File: src/rtl/game_flow_ctrl_pkg.sv
// Shared game-state definitions for the flow controller, the stage timer, the display and the scene logic.
package game_flow_ctrl_pkg;

  localparam int STATE_W = 4;

  // Encoding is fixed: downstream blocks decode these raw values.
  typedef enum logic [STATE_W-1:0] {
    TITLE    = 4'd0,
    STAFF    = 4'd1,
    STAGE1   = 4'd2,
    SUCCESS1 = 4'd3,
    STAGE2   = 4'd4,
    SUCCESS2 = 4'd5,
    STAGE3   = 4'd6,
    SUCCESS3 = 4'd7,
    FAIL     = 4'd8
  } game_state_e;

  // True for the three playable stage states.
  function automatic logic is_stage(input game_state_e s);
    return (s == STAGE1) || (s == STAGE2) || (s == STAGE3);
  endfunction

endpackage

File: src/rtl/game_flow_ctrl_screen_hold_cnt.sv
// Saturating dwell counter for the intermediate success screens.
// Cleared while 'clear' is high; counts while 'en' is high; stops at HOLD_CYCLES-1.
// 'done' depends only on the count register, so it can feed next-state logic without a combinational loop.
module screen_hold_cnt #(
  parameter int HOLD_CYCLES = 200000000
) (
  input  logic clk,
  input  logic rst,
  input  logic clear,
  input  logic en,
  output logic done
);

  localparam int CNT_W = (HOLD_CYCLES > 1) ? $clog2(HOLD_CYCLES) : 1;
  localparam logic [CNT_W-1:0] CNT_MAX = CNT_W'(HOLD_CYCLES - 1);

  logic [CNT_W-1:0] cnt;

  // Count up while enabled, saturating at the terminal value.
  always_ff @(posedge clk) begin
    if (rst || clear) begin
      cnt <= '0;
    end else if (en && (cnt != CNT_MAX)) begin
      cnt <= cnt + 1'b1;
    end
  end

  assign done = (cnt == CNT_MAX);

endmodule

File: src/rtl/game_flow_ctrl.sv
// Top-level game sequencer: title/staff screens, three timed stages with lives, success and fail screens.
// All outputs are registered; a transition appears on 'state' the cycle after its trigger.
module game_flow_ctrl
  import game_flow_ctrl_pkg::*;
#(
  parameter int          HOLD_CYCLES = 200000000,
  parameter int          LIVES_INIT  = 3,
  parameter logic [15:0] TIME_LIMIT  = 16'h0300
) (
  input  logic               clk,
  input  logic               rst,
  input  logic               btn_start,
  input  logic               btn_staff,
  input  logic               stage_clear,
  input  logic               player_hit,
  input  logic [15:0]        time_nums,
  output logic [STATE_W-1:0] state,
  output logic [1:0]         lives,
  output logic               stage_start
);

  localparam logic [1:0] LIVES_RELOAD = 2'(LIVES_INIT);

  game_state_e state_q, state_d;
  logic [1:0]  lives_q, lives_d;
  logic        stage_start_q, stage_start_d;
  logic        in_hold;
  logic        hold_done;
  logic        time_up;

  // Packed BCD orders the same as binary, so a plain unsigned compare works.
  assign time_up = (time_nums >= TIME_LIMIT);
  assign in_hold = (state_q == SUCCESS1) || (state_q == SUCCESS2);

  screen_hold_cnt #(
    .HOLD_CYCLES(HOLD_CYCLES)
  ) u_hold (
    .clk  (clk),
    .rst  (rst),
    .clear(~in_hold),
    .en   (in_hold),
    .done (hold_done)
  );

  // Next-state, lives and stage-entry pulse decode.
  always_comb begin
    state_d = state_q;
    lives_d = lives_q;
    case (state_q)
      TITLE: begin
        if (btn_start)      state_d = STAGE1;
        else if (btn_staff) state_d = STAFF;
      end
      STAFF: begin
        if (btn_start) state_d = TITLE;
      end
      STAGE1, STAGE2, STAGE3: begin
        // Clearing the stage outranks both timeout and damage in the same cycle.
        if (stage_clear) begin
          state_d = (state_q == STAGE1) ? SUCCESS1 :
                    (state_q == STAGE2) ? SUCCESS2 : SUCCESS3;
        end else if (time_up) begin
          state_d = FAIL;
        end else if (player_hit) begin
          if (lives_q <= 2'd1) begin
            lives_d = 2'd0;
            state_d = FAIL;
          end else begin
            lives_d = lives_q - 2'd1;
          end
        end
      end
      SUCCESS1, SUCCESS2: begin
        if (btn_start || hold_done) begin
          state_d = (state_q == SUCCESS1) ? STAGE2 : STAGE3;
        end
      end
      SUCCESS3, FAIL: begin
        if (btn_start) state_d = TITLE;
      end
      default: state_d = TITLE;
    endcase
    // Lives are refilled while sitting in TITLE and on the way into it.
    if ((state_q == TITLE) || (state_d == TITLE)) lives_d = LIVES_RELOAD;
    stage_start_d = is_stage(state_d) && (state_d != state_q);
  end

  // State, lives and pulse registers; reset overrides every input.
  always_ff @(posedge clk) begin
    if (rst) begin
      state_q       <= TITLE;
      lives_q       <= LIVES_RELOAD;
      stage_start_q <= 1'b0;
    end else begin
      state_q       <= state_d;
      lives_q       <= lives_d;
      stage_start_q <= stage_start_d;
    end
  end

  assign state       = state_q;
  assign lives       = lives_q;
  assign stage_start = stage_start_q;

endmodule

File: config.mk
export PLATFORM = sky130hd
export DESIGN_NAME = game_flow_ctrl
export DESIGN_NICKNAME = d
export VERILOG_FILES = /design/src/rtl/game_flow_ctrl_pkg.sv /design/src/rtl/game_flow_ctrl_screen_hold_cnt.sv /design/src/rtl/game_flow_ctrl.sv
export SDC_FILE = /design/constraint.sdc
export NUM_CORES = 1
export LEC_CHECK = 0
export ABC_AREA = 1
export CAP_MARGIN = 20
export CORE_ASPECT_RATIO = 0.7
export CORE_MARGIN = 2
export CORE_UTILIZATION = 45
export CTS_CLUSTER_DIAMETER = 40
export DETAILED_ROUTE_END_ITERATION = 12
export PLACE_DENSITY = 0.67
export SETUP_SLACK_MARGIN = 0.3
export SLEW_MARGIN = 20
export SYNTH_ARGS = -nofsm -noshare
export SYNTH_HDL_FRONTEND = slang
export SYNTH_SLANG_ARGS = --single-unit
File: constraint.sdc
create_clock -name clk -period 2 [get_ports clk]
set_clock_uncertainty 0.1 [all_clocks]
set_input_delay 0.6 -clock clk [delete_from_list [all_inputs] [get_ports clk]]
set_output_delay 0.6 -clock clk [all_outputs]
set_load 0.02 [all_outputs]
==> impl_metrics.toml, run 1 <==
[power]
vdd_drop_max_v = 0.0002663
powerDensity_nw_per_um2 = 414.3
p_leak_nw = 1.582

[timing]
final-setup-viol-count = 0
drv_slew = 0
worstMarginPinSlew_ps = 382.6
finalCriticalPeriod_ps = 1833
fin_crit_sh = 0.9166
hold_viol_final = 0
rsz0062_at_grt = "yes"
relSlewSlack = 0.7430
fmax_mhz = 545.5

[worst_setup_path]
critPathMaxStageDelay_ps = 370
startpoint_type = "flip-flop"
r2r_cells = 9
cp_top_family = "simple AND/OR/NAND/NOR gates"
setup.worst_path.class = "flip-flop to flip-flop"
worstPathRequired_ps = 2130
critPathSlowestCell = "dfxtp_1"
startpoint = "u_hold.cnt[8]$_SDFFE_PP0P_"
cp.arrival_ps = 1960
cp_cell_sequence = "inv_1 -> nor3_2 -> buf_4 -> nand2_1 -> nor3_1 -> nand3_1 -> xnor2_1 -> nand2_2 -> a21oi_2"
crit_buf_inv = 2
r2r_slack_ps = 170
reg2reg_to = "u_hold.cnt[21]$_SDFFE_PP0P_"
r2r_start = "u_hold.cnt[8]$_SDFFE_PP0P_"
end_kind = "flip-flop"
cp_max_fo = 4

[detailed_routing]
drc = 0
avgRoutedWirePerCell_um = 15.66
drt_first_pass_iters = 5
drtIter0Drc = 319
via_per_inst = 5.459
num_vias = 2686
routed_wl_mm = 7.705
final_antenna_net_count = 0

[die]
core_um2 = 5175
io_pins = 29
initial_core_util = 0.4611
design.die.area_um2 = 5910
fp.dieW_um = 91.03
rows = 22
die_h_um = 64.92

[synth]
syn_area_per_cell_um2 = 6.759
synth_seq_cells = 35
syn-num-nets = 376
synth_seq_area_share = 0.2937
ys_async_sr_fraction = 0
synth_common_cells = "73 x nand2_1, 40 x nor2_1, 36 x inv_1"
synth-warning-count = 0
ys_top_cells_by_area = "dfxtp_1 29%, nand2_1 11%, nor2_1 6.3%, inv_1 5.7%, nand3_1 5.7%"
synth_most_common_cell = "nand2_1"
synth_top_area_share = 0.2937
ys.flop_type = "dfxtp_1"
synth_top_cell_by_area = "dfxtp_1"
syn-cell-area_um2 = 2386
syn_inst = 353
synth.distinct_cells = 37
synth_edf_count = 0

[global_routing]
grt_pass1_vias = 2462
grt_max_degree = 15
overflow = 0
grt_pass1_wl_mm = 11.83
grt_usage = 0.2517
antenna_found_initial = 0

[hold_path]
holdPathStages = 1
hold_path_end = "u_hold.cnt[4]$_SDFFE_PP0P_"
holdCritPathClass = "flip-flop to flip-flop"
hp-start = "u_hold.cnt[4]$_SDFFE_PP0P_"

[place]
dpl_cell_area_um2 = 2805
numPortBuffers = 20
gp_congestion = 0.9056
placed_cells = 461
hpwl_mm = 4.755

[outcome]
status = "finished, final reports clean"

[cells_and_area]
instances_no_fill = 492
postLayoutCellArea_um2 = 3540
num-nets-final = 442
drive_above_1_share = 0.5024
areaGrowthSynthToFinish_pct = 48.35
antenna_cells = 0
fillers = 429

[clock_tree]
cts_sinks = 35
clk_latency_ps = 290
cts_tree = "done"
htree_levels = 2
numCtsBuffers = 5
clockBufferDepth = 2
cts_root_buf = "clkbuf_8"
path_clk_slew_ps = 70

[flow_run]
maxCapViolCount = 0
## per-layer routing
layer  global-route usage  wire length (um)  vias up
met2               0.3806              3511      131
met4              0.06629               155        0
met1               0.3626              3493     1247
met5                    0                 0        -
li1                     -                 -     1287
met3              0.05465               544       21
## kinds of logic (layout without fill, tap and decap cells)
kind of cell | after synthesis | in the layout | synth area share
xor gates and xnor gates | 12 | 12 | 0.04405
AOI/OAI and AO/OA | 43 | 43 | 0.1112
DFF | 35 | 35 | 0.2937
and+or+nand+nor | 211 | 211 | 0.4426
buffers and inverters | 51 | 118 | 0.1033
adders and majority gates | 1 | 1 | 0.005243
## placed cells by master (no fill, tap or decap), types with 4 or more instances in the layout
master	count
a21oi_1	15
a21oi_2	11
buf_12	4
buf_4	35
buf_6	9
clkbuf_2	11
clkbuf_8	5
dfxtp_1	14
dfxtp_2	12
dfxtp_4	9
inv_1	30
inv_2	7
nand2_1	52
nand2_2	32
nand2_4	11
nand3_1	21
nand3_2	5
nand4_1	13
nor2_1	21
nor2_2	13
nor2_4	10
nor3_1	10
nor3_2	5
nor3_4	7
o21ai_2	5
xor2_1	7
## flip-flops by register name, indices dropped and copies added, names as in the netlist
name and flops:
lives 2, stage_start 1, state 4, u_hold.cnt 28
## stage by stage
step                  util  worst slack, ps  setup TNS [ps]  total power (W)  hold slack (ps)
floorplan                -            302.6               0        0.0008433            356.5
global placement    0.5421           -275.0           -1059        0.0009121            368.3
detailed placement  0.5421           -316.7           -1288        0.0009138            381.5
CTS                 0.6192            165.2               0         0.001422            374.3
global route        0.6840            75.91               0         0.001526            398.0
finish              0.6840            166.8               0         0.001466            379.2
## power breakdown
group,switching [W],internal (W),total [W]
logic,0.000149,0.000109,0.000258
clock network,0.000256,0.000245,0.000501
registers,0.0000136,0.000695,0.000708
## worst max-delay path by stage
stage	endpoint	slack [ps]	cells after the start
after detailed placement	lives[1]$_SDFFE_PP1P_	-320	8
after global placement	lives[0]$_SDFFE_PP1P_	-270	8
after floorplan	u_hold.cnt[20]$_SDFFE_PP0P_	300	12
final	u_hold.cnt[21]$_SDFFE_PP0P_	170	9
after CTS	state[3]	170	1
after global routing	u_hold.cnt[21]$_SDFFE_PP0P_	80	9
## worst register-to-register path: cells and delay by family, from the launching register on
kind | cells | cell delay [ps]
AND/OR/NAND/NOR | 5 | 670
flip-flops | 1 | 370
buffers and inverters | 2 | 310
XOR/XNOR | 1 | 230
AO/OA/AOI/OAI | 1 | 110
## what timing repair did
item,CTS,global route
gates resized for setup,80,113
hold buffers,0,0
endpoints found under the setup margin,39,37
buffers inserted,17,5
cloned,0,1
pin swaps,29,49
## cell type report
type | instances | area, um^2 | share of cell area
Clock inverter | 1 | 5.005 | 0.001414
Inverter | 41 | 171.4 | 0.04843
Multi-Input combinational cell | 267 | 1824 | 0.5154
Timing Repair Buffer | 69 | 623.1 | 0.1760
Sequential cell | 35 | 749.5 | 0.2117
Clock buffer | 7 | 76.32 | 0.02156
Tap cell | 72 | 90.09 | 0.02545
Power figures use the tool's default switching activity.
==> inputs of run 2 (changes only) <==
- CTS_BUF_LIST: default -> sky130_fd_sc_hd__clkbuf_8
==> run 2 against run 1 <==
Net effect:
- wire length is 0.35% higher
- sequential power barely moved
- non-clock buffer count unchanged
- combinational power about the same
- largest power group unchanged
- sequential share of layout area is the same
- global-route usage is the same
- register-to-register slack is essentially flat
- core utilization stayed put
==> impl_metrics.toml, run 2 (same netlist as run 1, synthesis figures left out) <==
[cells_and_area]
fillers = 429
final_common_cell = "nand2_1"
drive_above_1_share = 0.5024
num-nets-final = 442
largest_register_ffs = 28
areaGrowthSynthToFinish_pct = 48.35
final_cell_mix = "52 x nand2_1, 35 x buf_4, 32 x nand2_2, 32 x inv_1"
regMostFlops = "u_hold.cnt"
antenna_cells = 0

[timing]
worstMarginPinSlew_ps = 382.3
fin_crit_sh = 0.9203
whs_ps = 379.3
final-setup-viol-count = 0
tns_ps = 0
fmax_mhz = 543.3
drv_slew = 0
finalCriticalPeriod_ps = 1841
relSlewSlack = 0.7431
rsz0062_at_grt = "yes"
hold_viol_final = 0

[clock_tree]
numCtsBuffers = 5
htree_levels = 2
cts_sinks = 35
clockBufferDepth = 2
clk_latency_ps = 290
cts_tree = "done"
path_clk_slew_ps = 70
cts_root_buf = "clkbuf_8"

[detailed_routing]
routed_wl_mm = 7.732
drtIter0Drc = 340
num_vias = 2685
via_per_inst = 5.457
drc = 0
final_antenna_net_count = 0
drt_first_pass_iters = 5
avgRoutedWirePerCell_um = 15.72

[global_routing]
top_usage_layer = "met2"
grt_usage = 0.2517
use_met1 = 0.3626
grt_max_degree = 15
gr-usage-met2 = 0.3806
met3_usage = 0.05465
antenna_found_initial = 0
grt_pass1_vias = 2462
grt_pass1_wl_mm = 11.83
overflow = 0

[flow_run]
maxCapViolCount = 0

[hold_path]
holdCritPathClass = "flip-flop to flip-flop"
hp-start = "u_hold.cnt[4]$_SDFFE_PP0P_"

[worst_setup_path]
startpoint_type = "flip-flop"
r2r_start = "u_hold.cnt[8]$_SDFFE_PP0P_"
cp_max_fo = 4
cp.arrival_ps = 1970
worstPathRequired_ps = 2130
setup.worst_path.class = "flip-flop to flip-flop"
startpoint = "u_hold.cnt[8]$_SDFFE_PP0P_"
critPathMaxStageDelay_ps = 370
end_kind = "flip-flop"
critPathSlowestCell = "dfxtp_1"
cp_cell_sequence = "inv_1 -> nor3_2 -> buf_4 -> nand2_1 -> nor3_1 -> nand3_1 -> xnor2_1 -> nand2_2 -> a21oi_2"

[die]
rows = 22
initial_core_util = 0.4611
die_h_um = 64.92
design.die.area_um2 = 5910
core_um2 = 5175
fp.dieW_um = 91.03
io_pins = 29

[place]
hpwl_mm = 4.755
gp_congestion = 0.9056
numPortBuffers = 20

[power]
powerDensity_nw_per_um2 = 411.1
vdd_drop_max_v = 0.0002623
p_leak_nw = 1.590

[outcome]
status = "finished, final reports clean"
[run 2: changes by cell type in the layout (fill, tap and decap cells not counted)]
cell      before  now
clkbuf_1       2    0
inv_1         30   32
[run 2: worst max-delay path, delay by kind of cell (launching register included)]
family | cells | cell delay, ps
AO/OA/AOI/OAI | 1 | 110
XOR/XNOR | 1 | 230
AND/OR/NAND/NOR | 5 | 670
flip-flops | 1 | 370
buffers and inverters | 2 | 310
[run 2: through the flow]
step / util / instances / total power, W / worst slack, ps / area, um^2
4_1_cts: 0.6192 / 486 / 0.001413 / 165.2 / 3204
5_1_grt: 0.6840 / 492 / 0.001516 / 76.23 / 3540
2_1_floorplan: - / 353 / 0.0008433 / 302.6 / 2412
3_5_place_dp: 0.5421 / 461 / 0.0009138 / -316.7 / 2805
6_report: 0.6840 / 492 / 0.001455 / 159.3 / 3540
3_3_place_gp: 0.5421 / 461 / 0.0009121 / -275.0 / 2805
[run 2: layout make-up]
type	count	area, um^2	share of cell area
repair buffers	69	623.1	0.1760
well taps	72	90.09	0.02545
flip-flops and latches	35	749.5	0.2117
clock inverters	3	12.51	0.003535
clock buffers	5	68.82	0.01944
inverters	41	171.4	0.04843
multi-input cells	267	1824	0.5154
[run 2: final timing paths]
path | endpoint | slack [ps] | cells after the start
worst max-delay path | u_hold.cnt[21]$_SDFFE_PP0P_ | 160 | 9
worst min-delay path | u_hold.cnt[4]$_SDFFE_PP0P_ | 380 | 1
worst max register to register | u_hold.cnt[21]$_SDFFE_PP0P_ | 160 | 9
worst min register to register | u_hold.cnt[4]$_SDFFE_PP0P_ | 380 | 1
[run 2: power by group]
part | internal [W] | switching, W | leakage [nW]
combinational | 0.000109 | 0.000149 | 1.25
clock | 0.000234 | 0.000256 | 0.0505
sequential | 0.000695 | 0.0000133 | 0.295
[run 2: timing repair]
item | in CTS | in global routing
cloned | 0 | 1
endpoints found under the hold margin | 0 | 0
gates resized for setup | 80 | 113
setup buffers | 17 | 5
hold buffers | 0 | 0
setup endpoints to repair | 39 | 37
pin swaps | 29 | 49
[run 2: layer usage]
metal  part of all wire  wire length, um
met1               0.46             3532
met3              0.065              499
met5                  0                0
met2               0.46             3533
met4              0.022              167
